<file path="config.mk">
export PLATFORM = sky130hd
export DESIGN_NAME = alu_issue_ctrl
export DESIGN_NICKNAME = d
export VERILOG_FILES = /design/src/rtl/alu_issue_ctrl.sv
export SDC_FILE = /design/constraint.sdc
export NUM_CORES = 1
export LEC_CHECK = 0
export CORE_UTILIZATION = 46
export CTS_BUF_LIST = sky130_fd_sc_hd__clkbuf_8
export CTS_CLUSTER_SIZE = 16
export DETAILED_ROUTE_END_ITERATION = 16
export MAX_ROUTING_LAYER = met4
export PLACE_DENSITY = 0.82
export SLEW_MARGIN = 40
export SYNTH_ARGS = -nofsm -noshare
export SYNTH_HDL_FRONTEND = slang
export SYNTH_SLANG_ARGS = --single-unit
</file>
<file path="constraint.sdc">
create_clock -name clk -period 1.74 [get_ports clk]
set_input_delay 0.435 -clock clk [delete_from_list [all_inputs] [get_ports clk]]
set_output_delay 0.435 -clock clk [all_outputs]
set_load 0.1 [all_outputs]
</file>
<file path="src/rtl/alu_issue_ctrl.sv">
// alu_issue_ctrl: issue/sequencing stage in front of a 4-bit ALU with a 4x4-bit register file
//   clk, rst                         clock, async active-high reset
//   in_valid/in_ready, in_kind, in_op, in_rd, in_rs1, in_rs2, in_imm   instruction stream
//   alu_a, alu_b, alu_ctl / alu_ans, alu_cout                          ALU drive / ALU result
//   out_valid/out_ready, out_data, out_carry                           result stream
//   carry_flag                        sticky carry of last committed ALU op
//   dbg_addr / dbg_data               combinational register file read
module alu_issue_ctrl #(
   parameter int EXEC_CYCLES = 1
) (
   input  logic       clk,
   input  logic       rst,
   input  logic       in_valid,
   output logic       in_ready,
   input  logic       in_kind,
   input  logic [2:0] in_op,
   input  logic [1:0] in_rd,
   input  logic [1:0] in_rs1,
   input  logic [1:0] in_rs2,
   input  logic [3:0] in_imm,
   output logic [3:0] alu_a,
   output logic [3:0] alu_b,
   output logic [2:0] alu_ctl,
   input  logic [3:0] alu_ans,
   input  logic       alu_cout,
   output logic       out_valid,
   input  logic       out_ready,
   output logic [3:0] out_data,
   output logic       out_carry,
   output logic       carry_flag,
   input  logic [1:0] dbg_addr,
   output logic [3:0] dbg_data
);
   typedef enum logic [1:0] {IDLE, EXEC, WB} state_t;
   localparam logic [3:0] CNT_INIT = 4'(EXEC_CYCLES - 1);
   state_t     state_q, state_d;
   logic [3:0] rf_q [4];
   logic [3:0] rf_d [4];
   logic       carry_q, carry_d;
   logic [3:0] res_q, res_d;
   logic       res_c_q, res_c_d;
   logic       kind_q, kind_d;
   logic [2:0] op_q, op_d;
   logic [1:0] rd_q, rd_d, rs1_q, rs1_d, rs2_q, rs2_d;
   logic [3:0] cnt_q, cnt_d;
   logic       in_exec;
   assign in_ready   = state_q == IDLE && !rst;
   assign in_exec    = state_q == EXEC;
   assign alu_a      = in_exec ? rf_q[rs1_q] : '0;
   assign alu_b      = in_exec ? rf_q[rs2_q] : '0;
   assign alu_ctl    = in_exec ? op_q : '0;
   assign out_valid  = state_q == WB;
   assign out_data   = res_q;
   assign out_carry  = res_c_q;
   assign carry_flag = carry_q;
   assign dbg_data   = rf_q[dbg_addr];
   always_comb begin
      state_d = state_q;
      rf_d    = rf_q;
      carry_d = carry_q;
      res_d   = res_q;
      res_c_d = res_c_q;
      kind_d  = kind_q;
      op_d    = op_q;
      rd_d    = rd_q;
      rs1_d   = rs1_q;
      rs2_d   = rs2_q;
      cnt_d   = cnt_q;
      case (state_q)
         IDLE: if (in_valid && in_ready) begin
            kind_d  = in_kind;
            op_d    = in_op;
            rd_d    = in_rd;
            rs1_d   = in_rs1;
            rs2_d   = in_rs2;
            // LDI skips the ALU: the immediate goes straight into the result register
            res_d   = in_kind ? in_imm : res_q;
            res_c_d = in_kind ? 1'b0 : res_c_q;
            cnt_d   = in_kind ? cnt_q : CNT_INIT;
            state_d = in_kind ? WB : EXEC;
         end
         EXEC: if (cnt_q == '0) begin
            res_d   = alu_ans;
            res_c_d = alu_cout;
            state_d = WB;
         end else begin
            cnt_d = cnt_q - 4'd1;
         end
         WB: if (out_ready) begin
            rf_d[rd_q] = res_q;
            carry_d    = kind_q ? carry_q : res_c_q;
            state_d    = IDLE;
         end
         default: state_d = IDLE;
      endcase
   end
   always_ff @(posedge clk or posedge rst) begin
      if (rst) begin
         state_q <= IDLE;
         rf_q    <= '{default: '0};
         carry_q <= 1'b0;
         res_q   <= '0;
         res_c_q <= 1'b0;
         kind_q  <= 1'b0;
         op_q    <= '0;
         rd_q    <= '0;
         rs1_q   <= '0;
         rs2_q   <= '0;
         cnt_q   <= '0;
      end else begin
         state_q <= state_d;
         rf_q    <= rf_d;
         carry_q <= carry_d;
         res_q   <= res_d;
         res_c_q <= res_c_d;
         kind_q  <= kind_d;
         op_q    <= op_d;
         rd_q    <= rd_d;
         rs1_q   <= rs1_d;
         rs2_q   <= rs2_d;
         cnt_q   <= cnt_d;
      end
   end
endmodule

</file>
Word level (Yosys, flattened, before mapping)
Index checks and enable logic that the tools add are counted.

word-level totals
  bits in registers = 38
  bits of input ports = 25
  output and inout bits = 23
  word-level logic and storage cells = 78

operators by class
  add/subtract/negate cells = 1
  $lt $le $gt $ge = 5
  equality and inequality tests = 8
  mux-type cells = 32
  bitwise operators = 5
  reduce and logical (&&, ||, !) cells = 13

operators with widths
  cell                                                                      count
  4-bit two-way mux                                                         15
  4-bit binary-select mux with 2-bit select                                 3
  16-bit bitwise mux                                                        1
  4-bit case mux with 2 select lines                                        2
  3-bit >= comparator (second input constant)                               4
  2-bit inverter with 3-bit output                                          4
  4-bit demux with 2-bit select                                             1
  2-bit two-way mux                                                         4
  4-bit AND reduction                                                       2
  2-bit by 1-bit inequality test with 1-bit output (second input constant)  3
  2-bit inequality test (second input constant)                             3
  2-bit case mux with 3 select lines                                        1
  3-bit AND reduction                                                       2
  4-bit zero test                                                           1
  2-bit AND reduction                                                       2
  4-bit by 1-bit subtractor with 4-bit output (second input constant)       1
  1-bit logical AND                                                         3
  3-bit by 1-bit < comparator with 1-bit output (second input constant)     1
  1-bit two-way mux                                                         3
  3-bit two-way mux                                                         1
  2-bit by 1-bit equality test with 1-bit output (second input constant)    1
  2-bit equality test (second input constant)                               1
  2-bit zero test                                                           1
  1-bit case mux with 2 select lines                                        1
  3 further kinds                                                           3

Depth between registers and ports, before layout
  word-level depth = 6
  depth in mapped cells = 5
  mapped depth without buffers = 5

Worst setup path after synthesis
OpenSTA, ideal clock, no wires.

  path type = register -> output
  from = register state_q[1]
  to = output in_ready
  data arrival time = 2.502 ns
  data required time = 1.305 ns
  path slack = -1.197 ns
  stages on the path, launching flop included = 2
  path buffers = 0
  cells stage by stage = dfrtp_1 nor3_1

between the ends
  word-level cells in the longest chain between the ends = 2

ends and longest elaborated chain
  element                 line  text
  from (decl)             36    state_t state_q, state_d;
  from (signal assigned)  111   state_q <= state_d;
  2-bit zero test         47    assign in_ready = state_q == IDLE && !rst;
  1-bit logical AND       47
  to (decl)               14    output logic in_ready,

No other way between the ends.

Final worst setup path
  from = register rs1_q[0]
  to = output alu_a[0]

between the ends
  word-level cells in the longest chain between the ends = 5

ends and longest elaborated chain
  element                                                 line  text
  from (decl)                                             44    logic [1:0] rd_q, rd_d, rs1_q, rs1_d, rs2_q, rs2_d;
  from (signal assigned)                                  119   rs1_q <= rs1_d;
  2-bit inverter with 3-bit output (not written as such)  49    assign alu_a = in_exec ? rf_q[rs1_q] : '0;
  4-bit binary-select mux with 2-bit select               49
  4-bit two-way mux (not written as such) (2 in series)   49
  4-bit two-way mux                                       49
  to (decl)                                               21    output logic [3:0] alu_a,

No other way between the ends. The select of a mux whose other input is x is not followed.

==> metrics.yaml <==
placed_design:
  numPortBuffers: 47
  gp_routability_congestion: 0.867
  dp_hpwl_mm: 4.08
  dpl_cell_area_um2: 3020
  pre_cts_ws_ns: -0.509
  dp.cells: 280
floorplan:
  initial_utilization: 0.493
  die_w_um: 68.4
  die_h_um: 68.4
  ioPinCount: 48
  fp.coreArea_um2: 4120
  rows: 23
  die_area_um2: 4680
setup_path:
  crit_chain: "mux4_2 > and2_4 > buf_12"
  worst_ep_required_time_ns: 1.30
  worstSetupPathType: "reg -> out"
  crit_fanout: 4
  slowest_stage: "mux4_2"
  setup.worst_path.start_class: "flop"
  cp_slowest_stage_delay_ns: 0.52
  end_kind: "primary output"
  cp.arrival_ns: 1.58
synthesis:
  synth_common_cells: "dfrtp_1 (38), nand2_1 (30), mux2_2 (20)"
  synthCells: 160
  syn_area_um2: 2030
  synth_edf_count: 0
  synthTopCellsByArea: "dfrtp_1 (47%), mux4_2 (13%), mux2_2 (11%)"
  synth_top_area_cell: "dfrtp_1"
  yosysSeqAreaShare: 0.469
  ys_seq_elements: 38
  synth_most_common_cell: "dfrtp_1"
  netlist.area_leader.share: 0.469
  avgSynthCellArea_um2: 12.7
  yosysUniqueCellTypes: 37
  synthArstFlopShare: 1.00
  syn_nets: 187
  ys.flop_type: "dfrtp_1"
  ys_warn_count: 0
cts:
  clk_path_buf_depth: 2
  htree_levels: 2
  clkSlewWorstSetupHoldPaths_ns: 0.08
  cts-root-buf: "clkbuf_8"
  cts_tree: "done"
  cts_hold_buffers: 0
  clock_latency_ns: 0.30
  cts.sinks: 38
  numCtsBuffers: 5
power:
  totalPowerFinal_mw: 7.08
  power_density_nw_per_um2: 2070
  p_sw_frac: 0.460
  p_int_mw: 3.82
  pwr-share-comb: 0.650
  pwr-share-clk: 0.089
  power_frac_seq: 0.261
  p_leak_nw: 1.54
  switchingPower_mw: 3.26
  irDropWorstVdd_uv: 1130
sta:
  setup_tns_ns: -3.13
  layout_min_cycle_time_ns: 2.01
  fmax_mhz: 497
  rsz0062_at_grt: "yes"
  setup_violations: 27
  maxSlewHeadroom: 0.769
  timing.final.crit_share: 1.16
  worstMarginPinSlew_ns: 0.339
  finClkSkew_ns: 0.0115
  finalWorstSetupSlack_ns: -0.272
  finalMaxSlewViolations: 0
  hold_viol_final: 0
final_layout:
  areaGrowthSynthToFinish_pct: 68.5
  instances_no_fill: 308
  nets: 284
  multiInputGateArea_um2: 1160
  final_area_um2: 3420
  seq_area_um2: 956
  antenna_cells: 0
  drive_gt1_frac: 0.597
  nFillCells: 210
outcome:
  violations: "setup timing"
  status: "complete, but fails checks"
routing:
  first_pass_iters: 6
  ant_nets: 0
  drc_errors: 0
  route.vias.total: 1779
  drt_wl_total_mm: 6.46
  first_iter_violations: 122
  vias_per_cell: 5.78
  wire_per_inst_um: 21.0
global_routing:
  grt_pass1_vias: 1874
  grt-ovfl-total: 0
  antenna_found_initial: 0
  grt_max_degree: 39
  grt_pass1_wl_mm: 9.26
  track_usage: 0.296
worst_hold_path:
  hold_path_class: "in -> async"
flow_run:
  maxCapViolations: 0
[final timing paths]
kind | from | endpoint | slack [ns] | cells past startpoint
min in group clk | op_q[0]$_DFFE_PP0P_ | op_q[0]$_DFFE_PP0P_ | 0.50 | 2
max in group asynchronous | rst | rf_q[12]$_DFFE_PP0P_ | 1.03 | 4
hold reg to reg | op_q[0]$_DFFE_PP0P_ | op_q[0]$_DFFE_PP0P_ | 0.50 | 2
setup / recovery | rs1_q[0]$_DFFE_PP0P_ | alu_a[0] | -0.27 | 3
setup reg to reg | state_q[1]$_DFFE_PP0P_ | cnt_q[1]$_DFFE_PP0P_ | -0.12 | 5
hold / removal | rst | rd_q[1]$_DFFE_PP0P_ | 0.50 | 4
[state kept, by name, summed over array words and instances (netlist names)]
register,count
carry_flag,1
cnt_q,4
kind_q,1
op_q,3
out_carry,1
out_data,4
rd_q,2
rf_q,16
rs1_q,2
rs2_q,2
state_q,2
[placed cells by master, fill, tap and decap left out, drive strengths merged, types with 3 or more instances in the layout]
master,n
dfrtp,38
inv,6
o21ai,3
mux2,26
and2,11
clkbuf,7
nand2,30
mux4,12
clkdlybuf4s50,21
buf,72
[per-stage QoR]
step	utilization	hold WS, ns
2_1_floorplan	-	0.437
3_3_place_gp	0.734	0.449
3_5_place_dp	0.734	0.468
4_1_cts	0.793	0.495
5_1_grt	0.831	0.528
6_report	0.831	0.502
[metal layers]
metal  up-vias  GRT usage  wire length, µm
met1       898      0.298             2330
met4         0      0.135              225
met3        25     0.0417              227
met2        81      0.555             3680
met5         -          -                0
li1        775          -                -
[logic make-up after synthesis]
family | synth area share
fa+ha+maj | 0.0123
mux | 0.290
simple gates | 0.168
buf+inv | 0.0234
flops | 0.469
compound gates | 0.0370
[critical path, delay by kind of cell, from the launching register on]
kind | cells | cell delay, ns
and+or+nand+nor | 1 | 0.16
buffers and inverters | 1 | 0.16
muxes | 1 | 0.52
DFF | 1 | 0.44
[layout make-up]
cell class              instances  area share
multi-input cells             111       0.340
repair buffers                 95       0.328
flip-flops and latches         38       0.280
clock buffers                   6      0.0241
well taps                      50      0.0183
inverters                       6     0.00659
clock inverters                 2     0.00366
[power by group through the flow]
stage	clock network (mW)	logic [mW]	registers [mW]
after floorplan	0	2.05	2.12
after global placement	0	3.78	1.76
after detailed placement	0	3.90	1.80
after CTS	0.637	4.26	1.80
after global routing	0.694	4.76	1.90
final	0.632	4.60	1.85
[what timing repair did]
action | CTS | global route
gates resized for setup | 40 | 15
pin swaps | 8 | 4
endpoints found under the setup margin | 21 | 24
buffers inserted | 10 | 9
cloned | 0 | 1
Note: power is estimated with default switching activity, not from simulation.
